[src/rtl/wishbone_master_arbiter_n_pkg.sv]
`default_nettype none
// ============================================================================
// Module      : wishbone_master_arbiter_n_pkg
// Description : Shared constants and types for the N-master Wishbone arbiter.
// Revision    : 1.0 - initial release
// ============================================================================
package wishbone_master_arbiter_n_pkg;

    localparam logic c_PRIORITY_ROUND_ROBIN = 1'b0;
    localparam logic c_PRIORITY_FIXED       = 1'b1;
    localparam int   c_HOLD_COUNT_WIDTH     = 8;

    typedef logic [c_HOLD_COUNT_WIDTH-1:0] hold_count_t;

endpackage : wishbone_master_arbiter_n_pkg
`default_nettype wire

[src/rtl/rotating_priority_encoder.sv]
`default_nettype none
// ============================================================================
// Module      : rotating_priority_encoder
// Description : Finds the first set request at or after a start index
//               (wrapping modulo N), skipping one excluded index.
// Revision    : 1.0 - initial release
// ============================================================================
module rotating_priority_encoder #(
    parameter int N  = 4,
    parameter int IW = $clog2(N)
) (
    input  logic [N-1:0]  i_request,
    input  logic [IW-1:0] i_start,
    input  logic [IW-1:0] i_exclude,
    output logic          o_found,
    output logic [IW-1:0] o_index
);

    // One spare bit so start+offset can exceed N before the wrap.
    logic [IW:0] w_pos;

    always_comb begin
        o_found = 1'b0;
        o_index = '0;
        w_pos   = '0;
        for (int off = 0; off < N; off++) begin
            w_pos = {1'b0, i_start} + (IW+1)'(off);
            if (w_pos >= (IW+1)'(N)) begin
                w_pos = w_pos - (IW+1)'(N);
            end
            if (!o_found && i_request[w_pos[IW-1:0]] && (w_pos[IW-1:0] != i_exclude)) begin
                o_found = 1'b1;
                o_index = w_pos[IW-1:0];
            end
        end
    end

endmodule : rotating_priority_encoder
`default_nettype wire

[src/rtl/wishbone_master_arbiter_n.sv]
`default_nettype none
// ============================================================================
// Module      : wishbone_master_arbiter_n
// Description : N-master Wishbone arbiter, round-robin or fixed priority,
//               with hold-limit preemption suppressed by lock.
// Revision    : 1.0 - initial release
// ============================================================================
module wishbone_master_arbiter_n
    import wishbone_master_arbiter_n_pkg::*;
#(
    parameter  int MASTER_COUNT    = 4,
    parameter  int MAX_HOLD_CYCLES = 16,
    localparam int INDEX_WIDTH     = $clog2(MASTER_COUNT)
) (
    input  logic                    clk,
    input  logic                    rst,
    input  logic [MASTER_COUNT-1:0] request,
    input  logic [MASTER_COUNT-1:0] lock,
    input  logic                    priorityMode,
    output logic [INDEX_WIDTH-1:0]  masterSelected,
    output logic [MASTER_COUNT-1:0] grant,
    output logic                    grantValid,
    output logic                    preempt
);

    localparam hold_count_t c_HOLD_MAX = hold_count_t'(MAX_HOLD_CYCLES);

    logic [INDEX_WIDTH-1:0] r_current_master_q;
    logic [INDEX_WIDTH-1:0] w_current_master_d;
    hold_count_t            r_hold_count_q;
    hold_count_t            w_hold_count_d;

    logic                   w_cur_request;
    logic                   w_cur_lock;
    logic [INDEX_WIDTH:0]   w_cur_plus_one;
    logic [INDEX_WIDTH-1:0] w_search_start;
    logic                   w_found;
    logic [INDEX_WIDTH-1:0] w_found_index;
    logic                   w_release;
    logic                   w_preempt;
    logic [c_HOLD_COUNT_WIDTH:0] w_hold_inc;

    assign w_cur_request = request[r_current_master_q];
    assign w_cur_lock    = lock[r_current_master_q];

    always_comb begin
        w_cur_plus_one = {1'b0, r_current_master_q} + 1'b1;
        if (w_cur_plus_one == (INDEX_WIDTH+1)'(MASTER_COUNT)) begin
            w_cur_plus_one = '0;
        end
        w_search_start = (priorityMode == c_PRIORITY_FIXED) ? '0
                                                            : w_cur_plus_one[INDEX_WIDTH-1:0];
    end

    rotating_priority_encoder #(
        .N  (MASTER_COUNT),
        .IW (INDEX_WIDTH)
    ) u_search (
        .i_request (request),
        .i_start   (w_search_start),
        .i_exclude (r_current_master_q),
        .o_found   (w_found),
        .o_index   (w_found_index)
    );

    assign w_release = !w_cur_request && w_found;
    assign w_preempt = (MAX_HOLD_CYCLES != 0) && w_cur_request && !w_cur_lock
                       && (r_hold_count_q == c_HOLD_MAX) && w_found;

    always_comb begin
        w_current_master_d = (w_release || w_preempt) ? w_found_index : r_current_master_q;

        w_hold_inc = {1'b0, r_hold_count_q} + 1'b1;
        if (w_current_master_d != r_current_master_q) begin
            w_hold_count_d = hold_count_t'(1);
        end else if (w_cur_request) begin
            w_hold_count_d = (w_hold_inc > {1'b0, c_HOLD_MAX}) ? c_HOLD_MAX
                                                               : w_hold_inc[c_HOLD_COUNT_WIDTH-1:0];
        end else begin
            w_hold_count_d = '0;
        end
    end

    always_ff @(posedge clk or posedge rst) begin
        if (rst) begin
            r_current_master_q <= '0;
            r_hold_count_q     <= '0;
        end else begin
            r_current_master_q <= w_current_master_d;
            r_hold_count_q     <= w_hold_count_d;
        end
    end

    // Outputs are forced quiet for the whole reset window, not just after it.
    always_comb begin
        masterSelected = rst ? '0 : w_current_master_d;
        grantValid     = !rst && request[w_current_master_d];
        preempt        = !rst && w_preempt;
        grant          = '0;
        for (int i = 0; i < MASTER_COUNT; i++) begin
            grant[i] = grantValid && (w_current_master_d == INDEX_WIDTH'(i));
        end
    end

endmodule : wishbone_master_arbiter_n
`default_nettype wire
[config.mk]
export PLATFORM = sky130hd
export DESIGN_NAME = wishbone_master_arbiter_n
export DESIGN_NICKNAME = d
export VERILOG_FILES = /design/src/rtl/wishbone_master_arbiter_n_pkg.sv /design/src/rtl/rotating_priority_encoder.sv /design/src/rtl/wishbone_master_arbiter_n.sv
export SDC_FILE = /design/constraint.sdc
export NUM_CORES = 1
export LEC_CHECK = 0
export ABC_CLOCK_PERIOD_IN_PS = 2400
export CORE_MARGIN = 1.5
export CORE_UTILIZATION = 46
export CTS_CLUSTER_SIZE = 24
export DETAILED_ROUTE_END_ITERATION = 16
export PLACE_DENSITY = 0.75
export SLEW_MARGIN = 0
export SYNTH_ARGS = -nofsm -noshare
export SYNTH_HDL_FRONTEND = slang
export SYNTH_SLANG_ARGS = --single-unit
[constraint.sdc]
create_clock -name clk -period 2.4 [get_ports clk]
set_input_delay 0.48 -clock clk [delete_from_list [all_inputs] [get_ports clk]]
set_output_delay 0.48 -clock clk [all_outputs]
set_load 0.1 [all_outputs]
==> results of run 1 <==
## repair_timing
item	CTS	global route
gates cloned	0	0
pin swaps	9	8
setup buffers	7	6
gates resized for setup	25	9
endpoints found under the hold margin	0	0
endpoints found under the setup margin	8	8
## per-stage QoR
step,power (mW),cell area [sq um]
floorplan,1.316,1069
global placement,1.775,1563
detailed placement,1.803,1563
CTS,2.221,1717
global route,2.611,1813
finish,2.561,1813
## path summary, 6_finish.rpt
check / startpoint / end / slack (ps) / depth (start not counted)
min reg2reg: r_hold_count_q[0]$_DFF_PP0_ / r_hold_count_q[0]$_DFF_PP0_ / 770 / 2
max reg2reg: r_current_master_q[0]$_DFF_PP0_ / r_hold_count_q[3]$_DFF_PP0_ / 230 / 9
max in group asynchronous: rst / r_current_master_q[1]$_DFF_PP0_ / 1420 / 3
min: r_hold_count_q[0]$_DFF_PP0_ / r_hold_count_q[0]$_DFF_PP0_ / 770 / 2
min in group asynchronous: rst / r_hold_count_q[5]$_DFF_PP0_ / 820 / 3
max: r_current_master_q[0]$_DFF_PP0_ / grant[0] / -930 / 8
## synth_stat cells, types with 2 or more instances
library cell,count
o21ai_0,4
mux2_2,2
inv_1,6
buf_2,2
mux4_2,2
nand3_1,3
inv_2,2
nand2_1,8
nand2b_1,5
mux2i_1,2
clkbuf_1,2
and2_1,3
xnor2_1,2
nor4b_2,2
and3_1,3
nor2b_1,4
a21oi_1,5
ha_1,3
nand3b_1,2
dfrtp_1,10
nor2_1,10
## power by group
part	total, mW	internal, mW	switching [mW]	leakage [nW]
Clock	0.166	0.0924	0.0733	0.0210
Sequential	0.258	0.208	0.0490	0.124
Combinational	2.14	0.976	1.16	0.632
## area by class of cell
cell class,count,share of cell area [%]
clock buffer,4,2.001
inverter,8,2.346
multi-input combinational,89,45.89
timing repair buffer,61,34.02
sequential,10,13.87
tap,27,1.863
## flip-flops by register name (all words and copies together) (netlist names)
signal	count
r_current_master_q	2
r_hold_count_q	8
## logic make-up after synthesis
kind of cell	count (synthesis)	share of synthesized area [%]
simple gates	48	29.90
compound gates	26	23.28
buf+inv	13	5.599
flops	10	25.45
mux	6	8.905
fa+ha+maj	3	3.817
xor+xnor	3	2.672
other cells	1	0.3813
## layer usage
metal	part of all wire [%]	track usage [%]	vias to the layer above
met2	47	67.79	122
met5	0	0	-
met1	35	43.77	620
li1	-	-	519
met3	10	4.601	50
met4	8.6	28.10	0
## tightest hold or removal path: cells and delay by family (launching register included)
| family | cells | cell delay, ps |
|---|---|---|
| compound gates | 1 | 150 |
| buf+inv | 1 | 160 |
| flops | 1 | 380 |
==> flow_summary.ini, run 1 <==
[status]
status = complete, but fails checks
violations = negative setup slack

[grt]
grt.total_usage_pct = 39.06
overflow = 0
grt_pass1_wl_mm = 6.789
grt_max_degree = 11
grt_pass1_vias = 1284
antenna_found_initial = 0

[setup_path]
cp_top_family = simple AND/OR/NAND/NOR gates
cp.arrival_ps = 2850
crit_path_top_delay_cell = mux4_2
worstPathRequired_ps = 1920
worstSetupStartpointType = register
cpMostUsedCell = buf_12
cpPeakStageDelay_ps = 550
cp_cell_sequence = mux4_2 -> nor4_4 -> or2b_4 -> o21ai_4 -> a22o_4 -> buf_12 -> nor4b_4 -> buf_12
cp_max_fo = 4
crit_type = reg -> out
cp-end-kind = output pin
critPathBufInv = 2

[place]
hpwl_mm = 2.239
placed_cells = 182
place_ws_ps = -952.5
port_buffers = 18
place_congestion = 0.8658

[detailed_routing]
wl_mm = 5.172
drc = 0
wl_per_cell_um = 25.99
antenna_left = 0
vias_per_cell = 6.588
drt-initial-drc-count = 103
firstDrtPassIters = 5
via_count = 1311

[floorplan]
core_area_sq_um = 1982
die_w_um = 49.24
ioPinCount = 19
start_util_pct = 49.62
rows = 16
die_h_um = 49.24
die-area_sq_um = 2424

[logic_synthesis]
synth.avg_cell_area_sq_um = 8.940
ys_ff_latch = 10
synth_ff_type = dfrtp_1
ys_seq_area_share_pct = 25.45
synthArstFlopShare_pct = 100.0
synth_area_sq_um = 983.4
ys_types = 49
yosysTopAreaCell = dfrtp_1
synth_warnings = 0
yosysTopAreaCellShare_pct = 25.45
synth_edf_count = 0
syn_inst = 110
synthTopCellsByArea = dfrtp_1, mux4_2, ha_1

[clocking]
cts_tree = done
cts_hold_buffers = 0
clock-sinks = 10
cts-root-buf = clkbuf_4
insertion_delay_ps = 280
numCtsBuffers = 3
htreeDepth = 1
clk_pin_slew_worst_paths_ps = 80
cts_buffer_depth = 2

[final_layout]
layout-drive-gt1-share_pct = 51.74
num-nets-final = 187
layout_common_cells = buf_4, buf_12, dfrtp_1
final_common_cell = buf_4
regArea_sq_um = 251.5
n_antenna_cell = 0
fillers = 77
multi_input_area_sq_um = 832.0
final_util_pct = 91.48
instances_no_fill = 199
areaGrowthSynthToFinish_pct = 84.35

[sta]
timing.final.crit_share_pct = 138.9
finalMaxSlewViolations = 0
finalCriticalPeriod_ps = 3334
fin_skew_ps = 4.603
tns_ps = -6479
hold_ws_ps = 765.9
setup_viol = 8
fmax_ghz = 0.2999
worst_slack_ps = -934.2
hold_viol = 0
rsz0062_at_grt = yes

[power]
powerDensity_nw_per_um2 = 1413
vdd_drop_max_uv = 1462
p_leak_nw = 0.7773

[worst_hold_path]
hold_class = reg -> reg

[job]
cap_violations = 0
Note: power is estimated with default switching activity, not from simulation.
==> run 2, diff against run 1 <==
--- a/config.mk
+++ b/config.mk
@@ -8,6 +8,7 @@
 export ABC_CLOCK_PERIOD_IN_PS = 2400
 export CORE_MARGIN = 1.5
 export CORE_UTILIZATION = 46
+export CTS_CLUSTER_DIAMETER = 100
 export CTS_CLUSTER_SIZE = 24
 export DETAILED_ROUTE_END_ITERATION = 16
 export PLACE_DENSITY = 0.75
==> results of run 2 <==
No change in the layout: final DEF, timing and power equal those of run 1.
==> run 3, diff against run 2 <==
--- a/config.mk
+++ b/config.mk
@@ -6,7 +6,7 @@
 export NUM_CORES = 1
 export LEC_CHECK = 0
 export ABC_CLOCK_PERIOD_IN_PS = 2400
-export CORE_MARGIN = 1.5
+export CORE_MARGIN = 2
 export CORE_UTILIZATION = 46
 export CTS_CLUSTER_DIAMETER = 100
 export CTS_CLUSTER_SIZE = 24
==> run 3 against run 2 <==
Critical path depth unchanged. Worst setup slack improved by 120 ps. Combinational power is 11% lower. Via count is 15% lower. First-iteration DRC count is 64% lower. The run still ends with negative setup slack left. Sequential share of layout area increased by 0.96 points. Critical path type unchanged. Largest power group unchanged.
==> flow_summary.ini, run 3 (synthesis gave the netlist of run 1 again) <==
[detailed_routing]
wl_met2_mm = 1.866
wl_per_cell_um = 19.94
drc = 0
wl_met1_mm = 1.429
wl_mm = 3.729
firstDrtPassIters = 4
wl_met3_um = 245
via_count = 1109
vias_per_cell = 5.930
drt-initial-drc-count = 37
antenna_left = 0
highest_layer = met4

[final_layout]
layout_common_cells = buf_4, dfrtp_1, nor2_1, nand2_1, buf_12
largest_reg_flops = 8
layout-drive-gt1-share_pct = 48.75
areaGrowthSynthToFinish_pct = 72.39
final_common_cell = buf_4
final_util_pct = 85.54
largest_register = r_hold_count_q
largestRegisters = r_hold_count_q x8, r_current_master_q x2
n_antenna_cell = 0
fin_area_sq_um = 1695
num-nets-final = 175

[floorplan]
start_util_pct = 49.62
rows = 16
die_w_um = 50.24
die-area_sq_um = 2524
die_h_um = 50.24
ioPinCount = 19
core_area_sq_um = 1982

[sta]
worst_slack_ps = -814.5
finalMaxSlewViolations = 0
tns_ps = -5465
setup_viol = 8
finalCriticalPeriod_ps = 3214
fin_skew_ps = 14.25
timing.final.crit_share_pct = 133.9
hold_viol = 0
hold_ws_ps = 622.7
fmax_ghz = 0.3111
rsz0062_at_grt = yes

[grt]
grt_pass1_wl_mm = 5.934
grt_pass1_vias = 1231
antenna_found_initial = 0
overflow = 0
grt.total_usage_pct = 32.51
grt_max_degree = 16

[setup_path]
cp_max_fo = 6
worstSetupStartpointType = register
cpPeakStageDelay_ps = 420
worstPathRequired_ps = 1920
cp_top_family = compound AO/OA/AOI/OAI gates
cp_cell_sequence = buf_6 -> mux2_2 -> a22oi_1 -> and2_4 -> a41oi_4 -> a22o_4 -> nor4b_4 -> buf_12
cp.arrival_ps = 2730
cp-end-kind = output pin
crit_type = reg -> out
crit_path_top_delay_cell = dfrtp_2
critPathBufInv = 2

[clocking]
cts_buffer_depth = 2
cts-root-buf = clkbuf_4
clock-sinks = 10
numCtsBuffers = 3
cts_tree = done
htreeDepth = 1
insertion_delay_ps = 280
clk_pin_slew_worst_paths_ps = 80

[place]
place_area_sq_um = 1533
place_ws_ps = -940.5
port_buffers = 18
hpwl_mm = 2.081
place_congestion = 0.8428

[status]
status = complete, but fails checks
violations = negative setup slack

[job]
cap_violations = 0

[power]
powerDensity_nw_per_um2 = 1357
vdd_drop_max_uv = 1321
p_leak_nw = 0.7121

[worst_hold_path]
hold_class = in -> async
==> run 3: changes by cell type in the layout (fill, tap and decap cells not counted), moves of 2 or more <==
| cell | previous run | this run |
|---|---|---|
| buf_4 | 36 | 26 |
| o21ai_4 | 2 | 0 |
| buf_12 | 10 | 8 |
| o21ai_2 | 0 | 2 |
==> run 3: path summary, 6_finish.rpt <==
check                                                      from                               to  slack [ps]  cells after the start
worst max-delay path            r_current_master_q[1]$_DFF_PP0_                         grant[0]        -810                      8
worst min-delay path                                        rst      r_hold_count_q[4]$_DFF_PP0_         620                      2
worst max register to register  r_current_master_q[1]$_DFF_PP0_  r_current_master_q[1]$_DFF_PP0_         230                      8
worst min register to register      r_hold_count_q[0]$_DFF_PP0_      r_hold_count_q[0]$_DFF_PP0_         660                      2
max in group asynchronous                                   rst  r_current_master_q[1]$_DFF_PP0_        1310                      3
min in group clk                    r_hold_count_q[0]$_DFF_PP0_      r_hold_count_q[0]$_DFF_PP0_         660                      2
==> run 3: repair_timing <==
| action | in CTS | in global routing |
|---|---|---|
| hold buffers | 0 | 0 |
| gates resized for setup | 23 | 12 |
| pin swaps | 12 | 3 |
| gates cloned | 0 | 0 |
| setup endpoints to repair | 8 | 8 |
| setup buffers | 9 | 3 |
| endpoints found under the hold margin | 0 | 0 |
==> run 3: worst register-to-register path, cell delays in order, from the launching register on <==
cell and delay, ps:
dfrtp_2 420, buf_6 140, mux2_2 350, a22oi_1 270
and2_4 240, a41oi_4 120, o22ai_4 280, inv_2 100
buf_4 140
==> run 3: final cells by class <==
cell class	count	area [sq um]
Clock buffer	4	36.28
Multi-Input combinational cell	89	828.3
Tap cell	27	33.78
Sequential cell	10	251.5
Timing Repair Buffer	49	503.0
Inverter	8	42.54
Fill cell	86	286.5
==> run 3: per-stage QoR <==
stage / total power [mW] / instances
floorplan: 1.316 / 112
global placement: 1.807 / 178
detailed placement: 1.849 / 178
CTS: 2.139 / 191
global route: 2.389 / 187
finish: 2.300 / 187
==> run 3: power by group <==
| group | leakage [nW] | switching, mW | internal (mW) |
|---|---|---|---|
| logic | 0.567 | 1.06 | 0.837 |
| registers | 0.124 | 0.0382 | 0.209 |
| clock network | 0.0210 | 0.0630 | 0.0921 |
| total | 0.712 | 1.16 | 1.14 |
==> run 3: per-layer routing <==
metal / GRT usage, % / vias up
met3: 9.226 / 25
li1: - / 503
met5: 0 / -
met2: 55.48 / 65
met1: 35.05 / 516
met4: 20.37 / 0
==> edit, RTL diff (config.mk and constraints of run 2) <==
Reset style: synchronous (`rst`), changed in one clocked block.
--- a/src/rtl/wishbone_master_arbiter_n.sv
+++ b/src/rtl/wishbone_master_arbiter_n.sv
@@ -82,5 +82,5 @@
     end
 
-    always_ff @(posedge clk or posedge rst) begin
+    always_ff @(posedge clk) begin
         if (rst) begin
             r_current_master_q <= '0;
Behaviour: same outputs for any inputs over 10 cycles, from zero or initial values and one cycle with rst high; that may be too few to reach the edited logic, so the function may still have changed.
==> edit against run 2 <==
  * Clock skew decreased by 4.0 ps
  * Worst setup slack got worse by 110 ps
  * Clock power is 4% lower
  * Sequential power decreased by 9.3%
  * Global-route usage down 5.0 points
  * Routed wire length is 13% lower
  * First-iteration DRC count down 11%
  * Largest cell class unchanged
  * Power is 19% lower
  * Sequential cell count did not move
  * The flow still finishes with violations (negative setup slack)
  * Combinational power is 21% lower
  * Synthesized area is 1.9% lower
  * Utilization shrank 0.47 points
  * Sequential share of layout area down 2.3 points
  * Cell area shrank 1.5%
==> edit: results (changes against run 2) <==
run status finished with violations; setup TNS -6468 ps (+11.32 ps); PnR worst setup slack -1043 ps (-109.0 ps); HP Start r_hold_count_q[7]; Critical R2R Launch r_current_master_q[0]; first-pass GRT wire length 6299 microns (-7.2%); share of layout cells above drive strength 1 49.72% (-2.0 points); Cell Count, Final, Fillers Out 206 (+3.5%); dpl hpwl 2411 microns (+7.6%); signal arrival time at the worst endpoint 2960 ps (+110 ps); total of fill cells in the finished design 86 (+12%); post-synthesis xor/xnor area fraction 2.724% (+0.052 points); Synth Area in Adders 3.891% (+0.074 points); P_leak 0.7158 nW (-7.9%); Hold Path Sink r_hold_count_q[4]; gpl congestion 1.009 (+17%); largest cells by area after synthesis dfxtp_1, nor2_1, mux2i_1; DRT Pass-1 Iters 4 (-1); final setup skew 0.6486 ps (-3.954 ps); hold path depth 3 (+1); Peak VDD IR 1.206 mV (-17%); sequential-to-total area share from yosys stat 20.75% (-4.7 points); DR iter-0 viols 92 (-11%); Overall Global Routing Usage 34.03% (-5.0 points); Crit Path Max Fanout 2 (-2); synth unique cells 45 (-8.2%); failing checks negative setup slack; Reg-to-Reg End r_hold_count_q[3]; final setup fails 8 (unchanged)
-- edit: cell count changes in the layout (fill, tap and decap cells not counted), moves of 3 or more --
cell	change
dfrtp_1	-9
dfxtp_1	+7
clkinvlp_4	+3
dlygate4sd2_1	-3
mux2i_1	+3
nor2_1	+3
-- edit: how the worst max path moves through the flow --
stage                           from    endpoint  cells past startpoint
2_1_floorplan             request[0]    grant[3]                      7
6_report           r_hold_count_q[2]  grantValid                      8
3_5_place_dp            priorityMode  grantValid                      9
3_3_place_gp              request[0]  grantValid                      9
4_1_cts        r_current_master_q[0]  grantValid                      8
5_1_grt        r_current_master_q[0]  grantValid                      9
-- edit: layout make-up --
class                   count  area share, %
well taps                  27          1.892
inverters                   9          2.523
clock buffers               4          2.032
repair buffers             58          31.82
multi-input cells          98          50.18
flip-flops and latches     10          11.56
-- edit: repair_timing --
action | CTS | global route
pin swaps | 12 | 10
buffers inserted | 4 | 3
hold buffers | 0 | 0
endpoints found under the setup margin | 11 | 13
hold endpoints to repair | 0 | 0
gates resized for setup | 28 | 19
cloned | 0 | 0
-- edit: logic make-up after synthesis --
kind of cell	after synthesis
flip-flops	10
adder cells (fa/ha/maj)	3
XOR/XNOR	3
other	1
AO/OA/AOI/OAI	34
buffers and inverters	18
AND/OR/NAND/NOR	48
multiplexers	7
-- edit: where the power goes --
part           internal (mW)  switching, mW
registers              0.199         0.0347
logic                  0.749          0.935
clock network         0.0925         0.0669
-- edit: layer usage --
| layer | share of wire [%] | track usage (%) | vias to the layer above | wire length, microns |
|---|---|---|---|---|
| met4 | 5.5 | 11.43 | 0 | 246 |
| met3 | 11 | 7.055 | 30 | 495 |
| li1 | - | - | 562 | - |
| met5 | 0 | 0 | - | 0 |
| met1 | 36 | 39.54 | 616 | 1623 |
| met2 | 48 | 61.64 | 121 | 2144 |
-- edit: critical path: stages (launching register included) --
cell       delay [ps]
dfxtp_2           330
or4_4             540
o41a_1            500
a21oi_4           210
buf_6             140
a31oi_4            80
or4b_4            570
o2111ai_4         100
buf_12            210
-- edit: metrics by stage --
stage / instance area, sq um / hold WS [ps] / setup WS, ps
2_1_floorplan: 1041 / 536.4 / -833.3
3_3_place_gp: 1554 / 571.0 / -1204
3_5_place_dp: 1554 / 573.3 / -1269
4_1_cts: 1704 / 596.6 / -1020
5_1_grt: 1785 / 688.0 / -1099
6_report: 1785 / 693.4 / -1043
